===== src/rtl/i2c_txn_arbiter.sv =====
// Round-robin arbiter sharing one I2C master among N requesters.
// One transaction outstanding at a time, timed by a fixed cycle count.
module i2c_txn_arbiter #(
    parameter int N          = 4,
    parameter int TXN_CYCLES = 20,
    parameter int IDW        = $clog2(N)
) (
    input  logic             clk,
    input  logic             reset,
    input  logic [N-1:0]     req,
    input  logic [7*N-1:0]   req_addr,
    input  logic [8*N-1:0]   req_data,
    input  logic [N-1:0]     req_rw,
    output logic [N-1:0]     req_ack,
    output logic [N-1:0]     done,
    output logic [7:0]       rdata,
    output logic             busy,
    output logic [IDW-1:0]   cur_id,
    output logic             m_start,
    output logic [6:0]       m_addr,
    output logic [7:0]       m_data,
    output logic             m_rw,
    input  logic [7:0]       m_data_read
);

    localparam int CW = $clog2(TXN_CYCLES + 1);

    localparam logic [1:0] S_IDLE  = 2'd0;
    localparam logic [1:0] S_ISSUE = 2'd1;
    localparam logic [1:0] S_WAIT  = 2'd2;

    logic [1:0]     state;
    logic [IDW-1:0] ptr;
    logic [IDW-1:0] win;
    logic [IDW-1:0] idx;
    logic           found;
    logic [CW-1:0]  cnt;

    logic [6:0] addr_a [N];
    logic [7:0] data_a [N];

    for (genvar g = 0; g < N; g++) begin : g_split
        assign addr_a[g] = req_addr[7*g +: 7];
        assign data_a[g] = req_data[8*g +: 8];
    end

    // Round-robin search: first requester at or after ptr wins.
    always_comb begin
        found = 1'b0;
        win   = '0;
        idx   = '0;
        for (int k = 0; k < N; k++) begin
            idx = IDW'((int'(ptr) + k) % N);
            if (!found && req[idx]) begin
                found = 1'b1;
                win   = idx;
            end
        end
    end

    // Grant, issue and timing state machine; all outputs registered.
    always_ff @(posedge clk) begin
        if (reset) begin
            state   <= S_IDLE;
            ptr     <= '0;
            cnt     <= '0;
            req_ack <= '0;
            done    <= '0;
            busy    <= 1'b0;
            m_start <= 1'b0;
            m_rw    <= 1'b0;
            rdata   <= '0;
            m_addr  <= '0;
            m_data  <= '0;
            cur_id  <= '0;
        end else begin
            req_ack <= '0;
            done    <= '0;
            m_start <= 1'b0;
            case (state)
                S_IDLE: begin
                    if (found) begin
                        m_addr       <= addr_a[win];
                        m_data       <= data_a[win];
                        m_rw         <= req_rw[win];
                        cur_id       <= win;
                        ptr          <= (win == IDW'(N - 1)) ? '0
                                        : win + IDW'(1);
                        req_ack[win] <= 1'b1;
                        m_start      <= 1'b1;
                        busy         <= 1'b1;
                        state        <= S_ISSUE;
                    end
                end
                S_ISSUE: begin
                    cnt   <= CW'(TXN_CYCLES - 1);
                    state <= S_WAIT;
                end
                S_WAIT: begin
                    cnt <= cnt - CW'(1);
                    if (cnt <= CW'(1)) begin
                        done[cur_id] <= 1'b1;
                        rdata        <= m_rw ? m_data_read : 8'h00;
                        busy         <= 1'b0;
                        state        <= S_IDLE;
                    end
                end
                default: state <= S_IDLE;
            endcase
        end
    end

endmodule


===== config.mk =====
export PLATFORM = sky130hd
export DESIGN_NAME = i2c_txn_arbiter
export DESIGN_NICKNAME = d
export VERILOG_FILES = /design/src/rtl/i2c_txn_arbiter.sv
export SDC_FILE = /design/constraint.sdc
export NUM_CORES = 1
export LEC_CHECK = 0
export CAP_MARGIN = 40
export CORE_UTILIZATION = 40
export CTS_CLUSTER_DIAMETER = 120
export DETAILED_ROUTE_END_ITERATION = 10
export PLACE_DENSITY_LB_ADDON = 0.15
export SYNTH_ARGS = -nofsm -noshare
export SYNTH_HDL_FRONTEND = slang
export SYNTH_SLANG_ARGS = --single-unit

===== constraint.sdc =====
create_clock -name clk -period 1.8 [get_ports clk]
set_input_delay 0.27 -clock clk [delete_from_list [all_inputs] [get_ports clk]]
set_output_delay 0.27 -clock clk [all_outputs]
set_load 0.05 [all_outputs]

==> results_dict.tcl <==
set metrics [dict create \
    wl_um 6330 \
    fin_crit_sh_pct 97.4 \
    worst_clock_skew_ps 5.16 \
    ir_drop_mv 0.617 \
    swShare_pct 37.9 \
    synth_top_area_share_pct 40.7 \
    synth_edf_count 0 \
    insertion_delay_ps 300 \
    crit_family "buffers and inverters" \
    r2r-start "ptr[1]" \
    yosys-top-cells-count "dfxtp_1, mux2i_1, nand2_1" \
    outcome "finished clean" \
    power.total_mw 3.76 \
    worst_pin_slew_ps 548 \
    cp.arrival_ps 1480 \
    layout-drive-gt1-share_pct 14.3 \
    fp-row-count 26 \
    finalSetupViolCount 0 \
    yosysUniqueCellTypes 40 \
    route.vias.total 2225 \
    drt_iter0_markers 81 \
    regToRegSetupSlack_ps 140 \
    hold_viol_final 0 \
    fp.dieW_um 76.4 \
    grt.total_usage_pct 21.9 \
    cts_made_buffers 5 \
    cts_buffer_depth 2 \
    routabilityCongestion 0.832 \
    critPathMaxFanout 2 \
    fill_cells 415 \
    placed_area_um2 3500 \
    synth_most_common_cell "dfxtp_1" \
    power.leakage_nw 1.49 \
    path_class "reg -> out" \
    utilization_pct 70.2 \
    grt_pass1_wl_um 10300 \
    cts-root-buf "clkbuf_8" \
    detail_route.vias_per_cell 5.13 \
    maxCapViolCount 0 \
    maxClockFrequency_mhz 571 \
    ioPinCount 114 \
    worstHoldStart "rdata[4]" \
    finalInstanceArea_um2 3650 \
    synthFlopType "dfxtp_1" \
    wl_per_cell_um 14.6 \
    seqPwrFrac_pct 33.9 \
    final_nets 451 \
    yosys_warnings 0 \
    ys_ff_latch 45 \
    max_slew_margin_pct 63.4 \
    clkTransAtPathRegs_ps 80 \
    syn_inst 235 \
    cts_tree "built" \
    synth_area_leaders "dfxtp_1, mux2i_1, o221ai_1" \
    hold_path.class "reg -> reg" \
    async_flop_share_pct 0 \
    grt_pass1_vias 2168 \
    antenna_found_initial 0 \
    core_um2 5200 \
    yosysTopAreaCell "dfxtp_1" \
    dp_hpwl_um 4750 \
    antenna_left 0 \
    die_h_um 76.4 \
    slowest_delay_ps 840 \
    path_cells "clkdlybuf4s50_1" \
    diodes 0 \
    cts_sinks 45 \
    die_area_um2 5830 \
    dr.pass1.iters 4 \
    power.density_nw_per_um2 1030 \
    htreeDepth 2 \
    cp.required_ps 1530 \
    area_growth_pct 65.2 \
    holdPathEnd "rdata[4]" \
    mappedNetlistArea_um2 2210 \
    power_frac_clock_pct 19.7 \
    r2r-end "req_ack[0]" \
    io_buffers 113 \
    rsz0062_at_grt "no" \
    syn-num-nets 322 \
    worstSetupStartpointType "flop" \
    grt_start_max_net_pins 24 \
    syn_avg_cell_area_um2 9.41 \
    overflow 0 \
    cp_num_buf_inv 1 \
    crit_path_top_delay_cell "clkdlybuf4s50_1" \
    dp_slack_ps -344 \
    worst_setup_path_end_kind "output port" \
    drc 0 \
    p_int_mw 2.34 \
    p_sw_mw 1.43 \
    worstRegToRegCells 7 \
    fin_crit_ps 1750 \
    holdPathStages 2 \
    synth.yosys.seq_area_share_pct 40.7 \
    hold_buffers 0 \
    combPwrFrac_pct 46.4 \
    setup_slack_ps 47.3 \
    initial_core_util_pct 42.5 \
    maxSlewViolCount 0 \
]
-- final cells by class --
type	count	area, µm²	share of cell area [%]
sequential	45	902	24.7
tap	70	87.6	2.40
inverter	9	60.1	1.64
timing repair buffer	134	1290	35.3
clock buffer	5	68.8	1.88
clock inverter	2	35.0	0.959
multi-input combinational	169	1210	33.1
-- through the flow --
| stage | setup TNS, ps | hold slack (ps) | cells |
|---|---|---|---|
| global placement | -6250 | 437 | 427 |
| CTS | 0 | 460 | 434 |
| finish | 0 | 457 | 434 |
| detailed placement | -7320 | 448 | 427 |
| floorplan | 0 | 390 | 235 |
| global route | 0 | 474 | 434 |
-- logic make-up (layout without fill, tap and decap cells) --
group,count (synthesis),in the layout,share of synthesized area [%]
simple gates,77,77,17.7
mux,35,35,15.8
flops,45,45,40.7
compound gates,48,48,15.3
fa+ha+maj,9,9,5.09
buf+inv,21,150,5.37
-- worst max path at each step --
stage	cells past startpoint	endpoint	slack, ps	start
after floorplan	8	ptr[1]	140	ptr[1]
after global placement	7	m_addr[2]	-280	req[0]
after detailed placement	6	m_addr[0]	-340	req[0]
after CTS	7	m_data[3]	8	req[0]
after global routing	8	m_addr[2]	1	req[2]
final	1	m_data[0]	50	m_data[0]
-- power groups by stage --
stage | sequential (mW) | combinational (mW) | clock, mW
3_5_place_dp | 1.29 | 1.70 | 0
6_report | 1.28 | 1.75 | 0.741
5_1_grt | 1.30 | 1.87 | 0.806
3_3_place_gp | 1.29 | 1.68 | 0
4_1_cts | 1.28 | 1.72 | 0.767
2_1_floorplan | 1.69 | 0.668 | 0
-- repair_timing --
item                       CTS  global route
gates resized for setup      2            10
setup endpoints to repair    5            23
pin swaps                    0             0
setup buffers                0             0
-- routing by layer --
layer / part of all wire, % / global-route usage (%) / wire, µm / vias up
met5: 0 / 0 / 0 / -
met4: 0.65 / 4.62 / 41 / 0
met3: 6.4 / 5.75 / 407 / 6
met2: 48 / 36.4 / 3020 / 81
met1: 45 / 28.4 / 2870 / 1029
li1: - / - / - / 1109
-- placed cells by master (no fill, tap or decap), types with 5 or more instances in the layout --
cell / netlist / layout
ha_1: 9 / 9
nand2_2: 4 / 5
inv_1: 7 / 7
nand3_1: 10 / 10
o221ai_1: 16 / 16
clkbuf_8: 0 / 5
mux2i_1: 35 / 33
nand2_1: 26 / 25
clkdlybuf4s50_1: 0 / 105
dfxtp_1: 45 / 44
a21oi_1: 18 / 18
nor2_1: 10 / 9
buf_4: 1 / 26
nand3b_1: 6 / 6
-- flip-flops by register name, indices dropped and copies added (netlist names), 4 cells and up --
name	cells
m_data	8
rdata	8
m_addr	7
cnt	5
done	4
req_ack	4
(Power assumes the default switching activity.)
==> variant 1, RTL diff (same flow settings) <==
Make the reset (`reset`) asynchronous in one clocked block.
--- a/src/rtl/i2c_txn_arbiter.sv
+++ b/src/rtl/i2c_txn_arbiter.sv
@@ -61,3 +61,3 @@
     // Grant, issue and timing state machine; all outputs registered.
-    always_ff @(posedge clk) begin
+    always_ff @(posedge clk or posedge reset) begin
         if (reset) begin
Function: differs if reset is asserted again (counterexample within 4 cycles, from zero or initial values and one cycle with reset high); with reset held inactive, the same outputs for 10 cycles.
==> variant 1 against the original RTL <==
- the run now ends with negative setup slack left
- register-to-register slack lost 0.10 ns
- design area grew 5.6%
- largest cell class unchanged
- sequential cell count is the same
- routed wire length grew 1.5%
- maximum frequency shrank 3.6%
- setup slack lost 0.065 ns
- first-iteration DRC count grew 23%
- via count shrank 3.7%
- synthesized area grew 9.2%
- final cell count shrank 1.4%
- count of clock-buffer cells in the layout is the same
- synthesized cell count shrank 3.0%
Power is not compared: it rests on default switching activity, and its combinational part moved more than twofold at a synthesized area within 25%.
==> variant 1: results (changes against the original RTL) <==
----------------------------------------------------
[Status]
  Failing checks ... negative setup slack
  Run status ... complete, but fails checks

[Routing]
  Number of DRC markers in iteration 0 ... 100 (+23%)
  Vias after detailed routing ... 2,142 (-3.7%)
  Detailed Route WL ... 6430 um (+1.5%)

[Final layout]
  Nets ... 439 (-2.7%)
  Non-filler instance count after layout ... 428 (-1.4%)
  Final antenna diode count ... 0 (unchanged)
  Share of layout cells above drive strength 1 ... 18.8% (+4.5 points)

[Clocking]
  Level count of the clock H-tree ... 2 (unchanged)
  CTS Buf Count ... 5 (unchanged)
  Post-CTS sizing ... 0 (-2)
  Clk Latency, worst-skew pair ... 0.30 ns (about the same)

[Global routing]
  Maximum number of pins on one net before global-route repair ... 31 (+29%)
  Wire length of the first global-routing pass ... 9560 um (-7.4%)
  Vias in the first global route ... 2,074 (-4.3%)
  Antenna violations before repair ... 0 (unchanged)
  Aggregate global-route resource usage ... 19.4% (-2.5 points)

[Placed design]
  Post-placement setup slack ... -0.281 ns (+0.0636 ns)
  Placed Instance Area ... 3670 um^2 (+4.8%)
  Count of placed standard cells including taps ... 417 (-2.3%)
  Detail Placement HPWL ... 4540 um (-4.4%)
  Final weighted congestion of routability-driven global placement ... 0.764 (-8.1%)

[Power]
  Leakage ... 1.75 nW

[Yosys]
  Synthesized netlist net count ... 312 (-3.1%)
  Most frequent cells after synthesis ... 46 x sky130_fd_sc_hd__nand2_1, 45 x sky130_fd_sc_hd__dfrtp_1, 32 x sky130_fd_sc_hd__mux2i_1, 16 x sky130_fd_sc_hd__o21ai_0, 10 x sky130_fd_sc_hd__o221ai_2
  Cells taking the most area after synthesis ... sky130_fd_sc_hd__dfrtp_1 47%, sky130_fd_sc_hd__mux2i_1 13%, sky130_fd_sc_hd__nand2_1 7.1%
  Prevailing post-synth register cell ... sky130_fd_sc_hd__dfrtp_1
  Asr flop ratio synth ... 100% (+100 points)
  Synthesized netlist cell count ... 228 (-3.0%)
  Library cells used by synthesis ... 37 (-7.5%)
  Register area share after synthesis ... 46.6% (+5.9 points)

[Timing]
  Worst slew margin relative to its limit ... 65.1% (+1.7 points)
  Setup WS post-layout ... -0.0175 ns (-0.0649 ns)
  Count of final setup violators ... 1 (+1)
  Final clock skew ... 0.00634 ns (+0.00118 ns)
  Sum of negative setup slack ... -0.0175 ns (-0.0175 ns)

[Worst setup path]
  Biggest cell delay along the critical path ... 0.43 ns (-0.41 ns)
  Max Fanout on Critical Path ... 7 (+5)
  Arr. time, crit path ... 1.99 ns (+0.51 ns)

[Floorplanning]
  Chip Width ... 79.7 um (+4.4%)

[Worst hold path]
  HP Class ... input port to async pin

----------------------------------------------------
==> variant 1: per-layer routing <==
metal / track usage, % / part of all wire [%]
met3: 3.54 / 5.8
met2: 33.0 / 48
met4: 6.73 / 1.2
met5: 0 / 0
met1: 24.5 / 45
==> variant 1: worst max-delay path, delay by kind of cell <==
| kind | cells | cell delay (ns) |
|---|---|---|
| AND/OR/NAND/NOR | 1 | 0.14 |
| buffers and inverters | 2 | 0.63 |
| AO/OA/AOI/OAI | 3 | 0.72 |
| multiplexers | 1 | 0.23 |
==> variant 1: final cells by class <==
class                      count  area, um^2
inverter                      11        43.8
multi-input combinational    157        1160
clock buffer                   5        68.8
timing repair buffer         135        1350
tap                           72        90.1
sequential                    45        1130
clock inverter                 3        22.5
fill                         463        1820
==> variant 1: kinds of logic after synthesis <==
family	count (synthesis)	synth area share [%]
buffers and inverters	26	6.78
AOI/OAI and AO/OA	47	16.1
DFF	45	46.6
adders and majority gates	6	3.11
and+or+nand+nor	71	13.7
muxes	33	13.7
==> variant 1: worst paths after layout <==
kind,slack (ns),end,start,cells after the start
worst max register to register,0.04,m_data[5],ptr[0],6
worst min-delay path,0.32,rdata[6],reset,3
worst min register to register,0.49,rdata[4],rdata[4],2
min in group clk,0.49,rdata[4],rdata[4],2
max in group asynchronous,1.21,m_addr[1],reset,3
worst max-delay path,-0.02,m_data[5],req[2],7
==> variant 1: power groups by stage <==
| stage | clock network, mW | logic, mW | registers, mW |
|---|---|---|---|
| floorplan | 0 | 1.54 | 2.59 |
| global placement | 0 | 3.51 | 1.63 |
| detailed placement | 0 | 3.57 | 1.64 |
| CTS | 0.657 | 3.57 | 1.62 |
| global route | 0.697 | 4.02 | 1.67 |
| finish | 0.645 | 3.76 | 1.63 |
==> variant 2, RTL diff (same flow settings) <==
Made on the original files. Set the parameter `N` to 8 (it was 4).
--- a/src/rtl/i2c_txn_arbiter.sv
+++ b/src/rtl/i2c_txn_arbiter.sv
@@ -3,3 +3,3 @@
 module i2c_txn_arbiter #(
-    parameter int N          = 4,
+    parameter int N          = 8,
     parameter int TXN_CYCLES = 20,
Interface: changed (7 resized); port bits go from 114 to 191. No check against the original RTL was run, so the function may have changed too.
==> variant 2 against the original RTL <==
- the run now ends with negative setup slack left
- sequential cell count rose by 10
- register-to-register slack worse by 1.7 ns
- via count up 110%
- synthesized area grew 79%
- maximum frequency fell by 48%
- hold slack improved by 0.030 ns
- setup slack got worse by 1.6 ns
- die area increased by 77%
- total power increased to 4.0 times the old value
- routed wire length up 140%
- count of clock-buffer cells in the layout increased by 2
- design area rose by 100%
==> variant 2: results (changes against the original RTL) <==
----------------------------------------------------
[Status]
  Run status ... complete, but fails checks
  Failing checks ... negative setup slack

[Worst setup path]
  Cell family with the largest share of critical-path delay ... compound AO/OA/AOI/OAI gates
  Register-to-Register Path Depth ... 13 (+6)
  Slowest library cell on the worst path ... sky130_fd_sc_hd__mux4_2
  Arr. time, crit path ... 3.56 ns (+2.08 ns)
  Biggest cell delay along the critical path ... 0.55 ns (-0.29 ns)
  CP Class ... register to register
  CP Launch Point ... ptr[0]
  FF-to-FF Start ... ptr[0]
  Max Fanout on Critical Path ... 7 (+5)

[Placed design]
  Count of placed standard cells including taps ... 801 (+88%)
  Number of input and output port buffers inserted ... 190 (+68%)
  Post-placement setup slack ... -1.65 ns (-1.31 ns)
  Placed Instance Area ... 6430 um^2 (+84%)
  Detail Placement HPWL ... 10,100 um (+110%)
  Final weighted congestion of routability-driven global placement ... 0.859 (+3.3%)

[Power]
  Leakage ... 3.05 nW (+100%)
  Internal Power ... 8.32 mW (+260%)
  Largest voltage drop on the vdd net ... 1.31 mV (+110%)

[Yosys]
  Synth Register Bits ... 55 (+22%)
  Register area share after synthesis ... 27.8% (-13 points)
  Library cells used by synthesis ... 59 (+48%)
  Cells taking the most area after synthesis ... sky130_fd_sc_hd__dfxtp_1 28%, sky130_fd_sc_hd__mux2i_1 12%, sky130_fd_sc_hd__mux4_2 8.0%
  Mean area per synthesized cell ... 8.84 um^2 (-6.0%)
  Most frequent cells after synthesis ... 55 x sky130_fd_sc_hd__dfxtp_1, 51 x sky130_fd_sc_hd__nor2_1, 49 x sky130_fd_sc_hd__mux2i_1, 40 x sky130_fd_sc_hd__nand2_1, 30 x sky130_fd_sc_hd__a21oi_1
  Synthesized netlist net count ... 603 (+87%)

[Timing]
  Setup WS post-layout ... -1.56 ns (-1.60 ns)
  Count of final setup violators ... 34 (+34)
  Sum of negative setup slack ... -45.36 ns (-45.36 ns)
  Final clock skew ... 0.0127 ns (+0.00756 ns)
  Actual slew at the worst max-slew pin ... 0.529 ns (-0.0190 ns)
  Smallest hold slack ... 0.487 ns (+0.0301 ns)

[Global routing]
  Vias in the first global route ... 4,773 (+120%)
  Aggregate global-route resource usage ... 28.5% (+6.6 points)
  Wire length of the first global-routing pass ... 22,800 um (+120%)

[Routing]
  Per-cell routed wire length ... 18.1 um (+24%)
  DRT met1 WL ... 5750 um (+100%)
  Number of DRC markers in iteration 0 ... 142 (+75%)
  Detailed Route WL ... 15,300 um (+140%)
  Vias after detailed routing ... 4,714 (+110%)
  Met3 wire length ... 1240 um (+200%)
  Initial DRT Pass Iterations ... 5 (+1)
  Detail Route met2 WL ... 7770 um (+160%)

[Worst hold path]
  Hold depth ... 1 (-1)
  Hold path start ... rdata[5]
  Terminating pin of the worst hold path ... rdata[5]

[Clocking]
  Clock transition at the register clock pins on the worst setup and hold paths after CTS ... 0.10 ns (+0.02 ns)

[Final layout]
  Nets ... 869 (+93%)
  Final antenna diode count ... 0 (unchanged)
  Number of filler instances in the final layout ... 600 (+45%)
  Share of layout cells above drive strength 1 ... 30.5% (+16 points)

----------------------------------------------------
-- variant 2: cell types whose count changed in the layout (fill, tap and decap cells not counted), sizes merged, moves of 10 or more --
cell           unedited run  this run
mux2i                    35        50
nand2                    30        42
clkdlybuf4s50           105       171
o21ai                     3        15
nand2b                    3        21
o221ai                   16         1
buf                      27       109
dfxtp                    45        55
o22ai                     2        14
a21oi                    20        30
mux4                      0        16
nor2                     12        52
-- variant 2: per-layer routing --
metal	vias to the layer above	global-route usage [%]
li1	2193	-
met1	2230	32.2
met2	241	50.6
met3	50	7.52
met4	0	11.7
met5	-	0
-- variant 2: layout make-up --
cell class / count / area (um^2) / area share, %
multi-input cells: 349 / 3040 / 40.8
repair buffers: 287 / 2930 / 39.4
flip-flops and latches: 55 / 1110 / 14.9
well taps: 129 / 161 / 2.17
clock buffers: 7 / 97.6 / 1.31
inverters: 16 / 77.6 / 1.04
clock inverters: 1 / 30.0 / 0.404
-- variant 2: cells by family after synthesis --
kind of cell,count (synthesis),synth area share [%]
adders and majority gates,9,2.84
muxes,73,24.3
buffers and inverters,45,6.03
xor gates and xnor gates,4,0.884
and+or+nand+nor,145,17.3
AOI/OAI and AO/OA,117,20.9
DFF,55,27.8
-- variant 2: power groups by stage --
stage / sequential (mW) / combinational, mW / clock (mW)
after detailed placement: 1.76 / 9.13 / 0
after global routing: 1.79 / 13.2 / 0.972
after floorplan: 2.47 / 5.74 / 0
after CTS: 1.75 / 11.5 / 0.914
final: 1.76 / 12.5 / 0.901
after global placement: 1.76 / 8.98 / 0
-- variant 2: what timing repair did --
item                       4_1_cts  5_1_grt
gates cloned                     7        1
pin swaps                       25       25
setup endpoints to repair       34       48
gates resized for setup         76       43
setup buffers                   23        4
